**src/rtl/hazard_sequencer.sv**
```systemverilog
// hazard_sequencer: stall/flush/PC-select controller for a 5-stage RISC-V pipeline.
// Handles load-use bubbles, EX/MEM redirects, and data-memory wait states with a timeout.
// Optional macro HAZARD_PERF_EN adds saturating stall_cnt/flush_cnt performance counters.
//
// state    | meaning
// ---------+-----------------------------------------------------------
// RUN      | normal flow; memory wait, redirect, load-use decoded here
// MEM_WAIT | data access outstanding; pipeline frozen until ready/timeout
module hazard_sequencer #(
  parameter int MEM_TIMEOUT = 15,
  parameter int CNT_W       = 32
) (
  input  logic             clk,
  input  logic             reset_n,
  input  logic [4:0]       id_rs1,
  input  logic [4:0]       id_rs2,
  input  logic             id_uses_rs2,
  input  logic [4:0]       idex_rd,
  input  logic             idex_lw,
  input  logic             exmem_lw,
  input  logic             exmem_EscMem,
  input  logic             exmem_jump,
  input  logic             exmem_jalr,
  input  logic             exmem_Branch,
  input  logic             exmem_cond,
  input  logic             dmem_ready,
  output logic             dmem_req,
  output logic             pc_stall,
  output logic             pc_sel,
  output logic             ifid_stall,
  output logic             ifid_flush,
  output logic             idex_stall,
  output logic             idex_flush,
  output logic             exmem_stall,
  output logic             exmem_flush,
  output logic             memwb_flush,
  output logic             mem_err,
  output logic             busy
`ifdef HAZARD_PERF_EN
  ,
  output logic [CNT_W-1:0] stall_cnt,
  output logic [CNT_W-1:0] flush_cnt
`endif
);

  typedef enum logic {RUN = 1'b0, MEM_WAIT = 1'b1} state_t;

  localparam logic [7:0] TIMEOUT = 8'(MEM_TIMEOUT);

  state_t     r_state, w_next;
  logic [7:0] r_cnt, w_cnt_nxt;
  logic       r_mem_err, w_err_set;
  logic       w_mem_acc, w_redirect, w_lu;
  logic       w_req, w_pc_stall, w_pc_sel, w_ifid_stall, w_ifid_flush;
  logic       w_idex_stall, w_idex_flush, w_exmem_stall, w_exmem_flush;
  logic       w_memwb_flush, w_busy;

  assign w_mem_acc  = exmem_lw | exmem_EscMem;
  assign w_redirect = exmem_jump | exmem_jalr | (exmem_Branch & exmem_cond);
  assign w_lu       = idex_lw && (idex_rd != 5'd0) &&
                      ((idex_rd == id_rs1) || (id_uses_rs2 && (idex_rd == id_rs2)));

  // State, wait counter and sticky error register
  always_ff @(posedge clk or negedge reset_n) begin
    if (!reset_n) begin
      r_state   <= RUN;
      r_cnt     <= 8'd0;
      r_mem_err <= 1'b0;
    end else begin
      r_state <= w_next;
      r_cnt   <= w_cnt_nxt;
      if (w_err_set) r_mem_err <= 1'b1;
    end
  end

  // Next-state and pipeline control decode; memory wait beats redirect beats load-use
  always_comb begin
    w_next        = r_state;
    w_cnt_nxt     = r_cnt;
    w_err_set     = 1'b0;
    w_req         = 1'b0;
    w_pc_stall    = 1'b0;
    w_pc_sel      = 1'b0;
    w_ifid_stall  = 1'b0;
    w_ifid_flush  = 1'b0;
    w_idex_stall  = 1'b0;
    w_idex_flush  = 1'b0;
    w_exmem_stall = 1'b0;
    w_exmem_flush = 1'b0;
    w_memwb_flush = 1'b0;
    w_busy        = 1'b0;
    case (r_state)
      RUN: begin
        w_req = w_mem_acc;
        if (w_mem_acc && !dmem_ready) begin
          w_pc_stall    = 1'b1;
          w_ifid_stall  = 1'b1;
          w_idex_stall  = 1'b1;
          w_exmem_stall = 1'b1;
          w_memwb_flush = 1'b1;
          w_next        = MEM_WAIT;
          w_cnt_nxt     = 8'd1;
        end else if (w_redirect) begin
          w_pc_sel      = 1'b1;
          w_ifid_flush  = 1'b1;
          w_idex_flush  = 1'b1;
          w_exmem_flush = 1'b1;
        end else if (w_lu) begin
          w_pc_stall   = 1'b1;
          w_ifid_stall = 1'b1;
          w_idex_flush = 1'b1;
        end
      end
      MEM_WAIT: begin
        w_req  = 1'b1;
        w_busy = 1'b1;
        if (dmem_ready) begin
          w_next    = RUN;
          w_cnt_nxt = 8'd0;
        end else if (r_cnt == TIMEOUT) begin
          // abandon the access: release the pipe and retire it as a bubble
          w_err_set     = 1'b1;
          w_memwb_flush = 1'b1;
          w_next        = RUN;
          w_cnt_nxt     = 8'd0;
        end else begin
          w_pc_stall    = 1'b1;
          w_ifid_stall  = 1'b1;
          w_idex_stall  = 1'b1;
          w_exmem_stall = 1'b1;
          w_memwb_flush = 1'b1;
          w_cnt_nxt     = r_cnt + 8'd1;
        end
      end
      default: w_next = RUN;
    endcase
  end

  // Outputs are forced low while reset is held, independent of the inputs
  assign dmem_req    = reset_n & w_req;
  assign pc_stall    = reset_n & w_pc_stall;
  assign pc_sel      = reset_n & w_pc_sel;
  assign ifid_stall  = reset_n & w_ifid_stall;
  assign ifid_flush  = reset_n & w_ifid_flush;
  assign idex_stall  = reset_n & w_idex_stall;
  assign idex_flush  = reset_n & w_idex_flush;
  assign exmem_stall = reset_n & w_exmem_stall;
  assign exmem_flush = reset_n & w_exmem_flush;
  assign memwb_flush = reset_n & w_memwb_flush;
  assign mem_err     = reset_n & r_mem_err;
  assign busy        = reset_n & w_busy;

`ifdef HAZARD_PERF_EN
  logic [CNT_W-1:0] r_stall_cnt, r_flush_cnt;

  // Saturating counts of stalled and redirected cycles
  always_ff @(posedge clk or negedge reset_n) begin
    if (!reset_n) begin
      r_stall_cnt <= '0;
      r_flush_cnt <= '0;
    end else begin
      if (pc_stall && (r_stall_cnt != '1)) r_stall_cnt <= r_stall_cnt + 1'b1;
      if (pc_sel && (r_flush_cnt != '1))   r_flush_cnt <= r_flush_cnt + 1'b1;
    end
  end

  assign stall_cnt = r_stall_cnt;
  assign flush_cnt = r_flush_cnt;
`endif

endmodule

```
**config.mk**
```make
export PLATFORM = sky130hd
export DESIGN_NAME = hazard_sequencer
export DESIGN_NICKNAME = d
export VERILOG_FILES = /design/src/rtl/hazard_sequencer.sv
export SDC_FILE = /design/constraint.sdc
export NUM_CORES = 1
export LEC_CHECK = 0
export BUFFER_PORTS_ARGS = -buffer_cell sky130_fd_sc_hd__buf_2
export CAP_MARGIN = 25
export CELL_PAD_IN_SITES_DETAIL_PLACEMENT = 1
export CELL_PAD_IN_SITES_GLOBAL_PLACEMENT = 2
export CORE_ASPECT_RATIO = 1.75
export CORE_MARGIN = 2
export CORE_UTILIZATION = 23
export CTS_CLUSTER_SIZE = 30
export DETAILED_ROUTE_END_ITERATION = 6
export PLACE_DENSITY_LB_ADDON = 0.1
export SYNTH_ARGS = -nofsm -noshare
export SYNTH_HDL_FRONTEND = slang
export SYNTH_SLANG_ARGS = --single-unit
```
**constraint.sdc**
```tcl
create_clock -name clk -period 3 [get_ports clk]
set_input_delay 0.6 -clock clk [delete_from_list [all_inputs] [get_ports clk]]
set_output_delay 0.6 -clock clk [all_outputs]
set_load 0.01 [all_outputs]
```
==> results of run 1 <==
==> power by group through the flow <==
stage | clock, W | combinational [W] | sequential [W]
finish | 0.000141 | 0.000133 | 0.000170
global route | 0.000151 | 0.000151 | 0.000174
CTS | 0.000145 | 0.000136 | 0.000170
detailed placement | 0 | 0.000136 | 0.000173
global placement | 0 | 0.000137 | 0.000171
floorplan | 0 | 0.0000945 | 0.000163
==> cells in the final DEF (no fill, tap or decap), types with 4 or more instances in the layout <==
| cell type | n |
|---|---|
| a22o_1 | 4 |
| buf_2 | 37 |
| dfrtp_1 | 10 |
| nand2_1 | 4 |
| nor2_1 | 7 |
| nor3_1 | 4 |
| o21ai_0 | 5 |
| xnor2_1 | 4 |
| xor2_1 | 9 |
==> critical path, cell delays in order, from the launching register on <==
cell	delay, ps
dfrtp_1	410
ha_1	240
and4_4	160
a221o_1	360
or3_1	380
o22ai_1	160
buf_2	170
==> final timing paths <==
path / endpoint / depth (start not counted) / from
max: pc_stall / 6 / r_cnt[0]
min: r_cnt[0] / 2 / reset_n
max reg2reg: r_cnt[5] / 4 / r_cnt[4]
min reg2reg: r_mem_err / 1 / r_mem_err
max in group asynchronous: r_cnt[7] / 2 / reset_n
min in group clk: r_mem_err / 1 / r_mem_err
==> per-stage QoR <==
step           total power (W)  util [%]  std cells
2_1_floorplan        0.0002571         -         86
3_3_place_gp         0.0003081     29.94        163
3_5_place_dp         0.0003086     29.94        163
4_1_cts              0.0004514     31.19        166
5_1_grt              0.0004766     31.19        166
6_report             0.0004444     31.19        166
==> kinds of logic after synthesis <==
group	after synthesis
simple gates	31
flops	10
xor+xnor	13
compound gates	22
buf+inv	9
fa+ha+maj	1
==> sequential cells by signal, indices dropped and copies added (netlist names) <==
register   cells
r_cnt          8
r_mem_err      1
r_state        1
==> layout make-up <==
class                   count  area [µm²]  area share (%)
well taps                  45       56.30           5.481
flip-flops and latches     10       250.2           24.36
clock buffers               3       41.29           4.019
multi-input cells          67       471.7           45.92
inverters                   2       7.507          0.7308
repair buffers             39       200.2           19.49
==> Yosys cell counts (3+ instances only) <==
cell type	number	area share, %
xor2_1	9	10
and2_1	3	2.4
xnor2_1	4	4.5
nor3_1	4	2.6
nand3_1	3	1.9
nor2_1	7	3.4
buf_4	4	3.9
o21ai_0	5	3.2
dfrtp_1	10	32
nand2_1	4	1.9
a22o_1	4	4.5
==> per-layer routing <==
| metal | vias up | track usage, % | wire length [µm] |
|---|---|---|---|
| met4 | 0 | 8.108 | 70 |
| li1 | 384 | - | - |
| met2 | 27 | 25.87 | 1298 |
| met1 | 383 | 12.92 | 752 |
| met5 | - | 0 | 0 |
| met3 | 5 | 1.333 | 114 |
==> flow_summary.ini, run 1 <==
[timing]
finalClockSkew_ps = 2.688
slew_viol_final = 0
period_share_pct = 90.53
fin_crit_ps = 2716
fmax_mhz = 368.2
setup_viol = 0
tightestPinTransition_ps = 476.9
relSlewSlack_pct = 68.09
hold_viol_final = 0
hold_ws_ps = 304.7
finalSetupTns_ps = 0
timing.final.ws_setup_ps = 284.1
rsz0062_at_grt = false

[worst_setup_path]
setup.worst_path.class = reg -> out
crit_path_max_fanout = 4
r2r_setup_slack_ps = 1280
startpoint_type = register
worstSetupEndpointType = primary output
critPathRequiredTime_ps = 2400
arrival_ps = 2120

[cts]
root_buffer = clkbuf_8
clkSlewWorstSetupHoldPaths_ps = 50
cts_buffer_depth = 2
cts_num_sinks = 10
post-cts-setup-buffer-count = 0
cts_tree = built
htreeDepth = 1
clock_latency_ps = 240
cts_buffers = 3
cts_resized = 0
cts_hold_buffers = 0

[floorplan]
fp-row-count = 28
core_area_um2 = 3293
ios = 38
start_util_pct = 23.63
die-area_um2 = 3883
die_h_um = 80.95
die_w_um = 47.97

[synth]
synth_edf_count = 0
synthMuxAreaShare_pct = 0
synth_area_um2 = 778.2
synthCells = 86
synth_fa_ha_area_share_pct = 1.608
synth_xor_area_share_pct = 14.63
synth_flop_cell = dfrtp_1
yosys_register_bits = 10
yosysWarningCount = 0
yosysSeqAreaShare_pct = 32.15
synth_top_family_by_area = simple AND/OR/NAND/NOR gates
synth_compound_area_share_pct = 21.22
synth_area_per_cell_um2 = 9.049
async_reset_ff_share_pct = 100.0
synth-simple-area-share_pct = 23.15
synth.net_count = 113
synth_cell_type_count = 35

[outcome]
outcome = complete, no violations

[drt]
via_per_inst = 4.813
dr_total_vias = 799
wl_um = 2236
drt_iter0_markers = 1
route.detailed.drc = 0
ant_nets = 0
dr.pass1.iters = 4
wire_per_inst_um = 13.47

[finish]
finalInstanceArea_um2 = 1027
final_nets = 150
drive_above_1_share_pct = 38.84
insertedDiodeCount = 0
nFillCells = 433
syn2layout_area_growth_pct = 31.99

[placed_design]
place_congestion = 0.7290
hpwl_um = 1861
pre_cts_slack_ps = 549.1
port-buffer-count = 37
placed_area_um2 = 985.9

[power]
p_int_w = 0.0003016
p_comb_share_pct = 29.9
ir_worst_vdd_uv = 138.0
seqPwrFrac_pct = 38.3
cellLeakagePower_nw = 0.5098
swShare_pct = 32.13
power.density_nw_per_um2 = 432.6
switching_power_w = 0.0001428
clkPwrFrac_pct = 31.8

[grt]
grt_max_degree = 15
grt_pass1_vias = 870
grt.total_usage_pct = 13.74
grt_pass1_wl_um = 3829
antenna_found_initial = 0
grt-ovfl-total = 0

[hold_path]
min_path_type = in -> async

[flow_run]
cap_violations = 0
No activity file was read; power rests on OpenSTA's default activity.
==> inputs of run 2 (changes only) <==
--- a/config.mk
+++ b/config.mk
@@ -12,6 +12,7 @@
 export CORE_ASPECT_RATIO = 1.75
 export CORE_MARGIN = 2
 export CORE_UTILIZATION = 23
+export CTS_CLUSTER_DIAMETER = 80
 export CTS_CLUSTER_SIZE = 30
 export DETAILED_ROUTE_END_ITERATION = 6
 export PLACE_DENSITY_LB_ADDON = 0.1
==> constraint.sdc (replaced) <==
create_clock -name clk -period 2.75 [get_ports clk]
set_input_delay 0.55 -clock clk [delete_from_list [all_inputs] [get_ports clk]]
set_output_delay 0.55 -clock clk [all_outputs]
set_load 0.01 [all_outputs]
==> flow_summary.ini, run 2 (synthesis gave the netlist of run 1 again) <==
[floorplan]
core_area_um2 = 3293
die_w_um = 47.97
die-area_um2 = 3883
fp-row-count = 28
die_h_um = 80.95
start_util_pct = 23.63
ios = 38

[cts]
cts_resized = 0
cts_hold_buffers = 0
clock_latency_ps = 240
clkSlewWorstSetupHoldPaths_ps = 40
cts_buffer_depth = 2
htreeDepth = 1
cts_tree = built
cts_buffers = 3
post-cts-setup-buffer-count = 0
root_buffer = clkbuf_8
cts_num_sinks = 10

[worst_setup_path]
critPathRequiredTime_ps = 2200
startpoint_type = register
crit_path_max_fanout = 4
crit_chain = ha_1, and4_4, a221o_1, or3_1, o22ai_1, buf_2
r2r-start = r_cnt[4]
rr_endpoint = r_cnt[5]
arrival_ps = 2060
r2r_setup_slack_ps = 1040
cp_top_family = simple AND/OR/NAND/NOR gates
cpMaxStageDelayCell = dfrtp_1
cp_num_buf_inv = 1
worstSetupEndpointType = primary output
r2r_cells = 4
critPathMaxStageDelay_ps = 400
setup.worst_path.class = reg -> out

[finish]
nFillCells = 431
largest_register = r_cnt
finalInstanceArea_um2 = 1027
insertedDiodeCount = 0
final_nets = 150
final_common_cell = buf_2
final_util_pct = 31.19
final_cell_mix = 37 x buf_2, 10 x dfrtp_1, 9 x xor2_1, 7 x nor2_1, 5 x o21ai_0
syn2layout_area_growth_pct = 31.99
largest_reg_flops = 8
top_regs = r_cnt x8, r_mem_err x1, r_state x1
drive_above_1_share_pct = 38.84

[grt]
grt-ovfl-total = 0
grt_pass1_wl_um = 3795
grt_pass1_vias = 870
grt.total_usage_pct = 13.79
grt_max_degree = 15
antenna_found_initial = 0

[timing]
slew_viol_final = 0
finalClockSkew_ps = 1.796
fmax_mhz = 382.5
timing.final.ws_setup_ps = 135.7
setup_viol = 0
relSlewSlack_pct = 71.14
period_share_pct = 95.07
hold_viol_final = 0
fin_crit_ps = 2614
tightestPinTransition_ps = 429.7
rsz0062_at_grt = false
finalSetupTns_ps = 0

[power]
cellLeakagePower_nw = 0.5098
seqPwrFrac_pct = 38.4
ir_worst_vdd_uv = 120.9
p_comb_share_pct = 29.9
switching_power_w = 0.0001531
swShare_pct = 31.76
clkPwrFrac_pct = 31.7
power.density_nw_per_um2 = 469.3
p_int_w = 0.0003290
finalPower_w = 0.0004821

[drt]
route.detailed.drc = 0
wl_met1_um = 747
wire_per_inst_um = 13.51
routed.top_layer = met4
wl_met2_um = 1315
ant_nets = 0
via_per_inst = 4.789
met3_length_um = 114
dr.pass1.iters = 3
dr_total_vias = 795
wl_um = 2243
drt_iter0_markers = 2

[placed_design]
hpwl_um = 1884
pre_cts_slack_ps = 378.6
placed_area_um2 = 985.9
port-buffer-count = 37
place_congestion = 0.6928

[flow_run]
cap_violations = 0

[hold_path]
min_path_type = in -> async

[outcome]
outcome = complete, no violations
[run 2: cell counts in the layout (fill, tap and decap cells not counted)]
Identical to the previous run, type by type.
[run 2: metal layers]
layer / track usage, % / vias up
li1: - / 380
met1: 13.07 / 383
met2: 25.60 / 27
met3: 2.444 / 5
met4: 7.297 / 0
met5: 0 / -
[run 2: final cells by class]
class	count	area, µm²	area share, %
clock buffers	3	41.29	4.019
inverters	2	7.507	0.7308
multi-input cells	67	471.7	45.92
flip-flops and latches	10	250.2	24.36
well taps	45	56.30	5.481
repair buffers	39	200.2	19.49
[run 2: worst max-delay path by stage]
stage	start	endpoint	slack (ps)	cells past startpoint
4_1_cts	r_cnt[0]	pc_stall	110	6
2_1_floorplan	r_cnt[0]	pc_stall	320	6
6_report	r_cnt[0]	pc_stall	140	6
5_1_grt	r_cnt[0]	pc_stall	9	6
3_5_place_dp	idex_rd[1]	pc_stall	380	6
3_3_place_gp	idex_rd[1]	ifid_stall	410	6
[run 2: stage by stage]
| step | cells | hold slack (ps) |
|---|---|---|
| global route | 166 | 274.5 |
| global placement | 163 | 451.3 |
| detailed placement | 163 | 454.0 |
| finish | 166 | 257.5 |
| CTS | 166 | 260.3 |
| floorplan | 86 | 254.4 |
[run 2: power by group through the flow]
| stage | Clock [W] | Sequential [W] | Combinational (W) |
|---|---|---|---|
| floorplan | 0 | 0.000177 | 0.000103 |
| global placement | 0 | 0.000186 | 0.000148 |
| detailed placement | 0 | 0.000187 | 0.000149 |
| CTS | 0.000159 | 0.000185 | 0.000149 |
| global route | 0.000167 | 0.000189 | 0.000165 |
| finish | 0.000153 | 0.000185 | 0.000144 |
[run 2: worst reg2reg max path, stage by stage (launching register included)]
cell,delay [ps]
dfrtp_1,450
nor4_4,470
a21oi_1,250
a21o_1,210
a22o_1,220
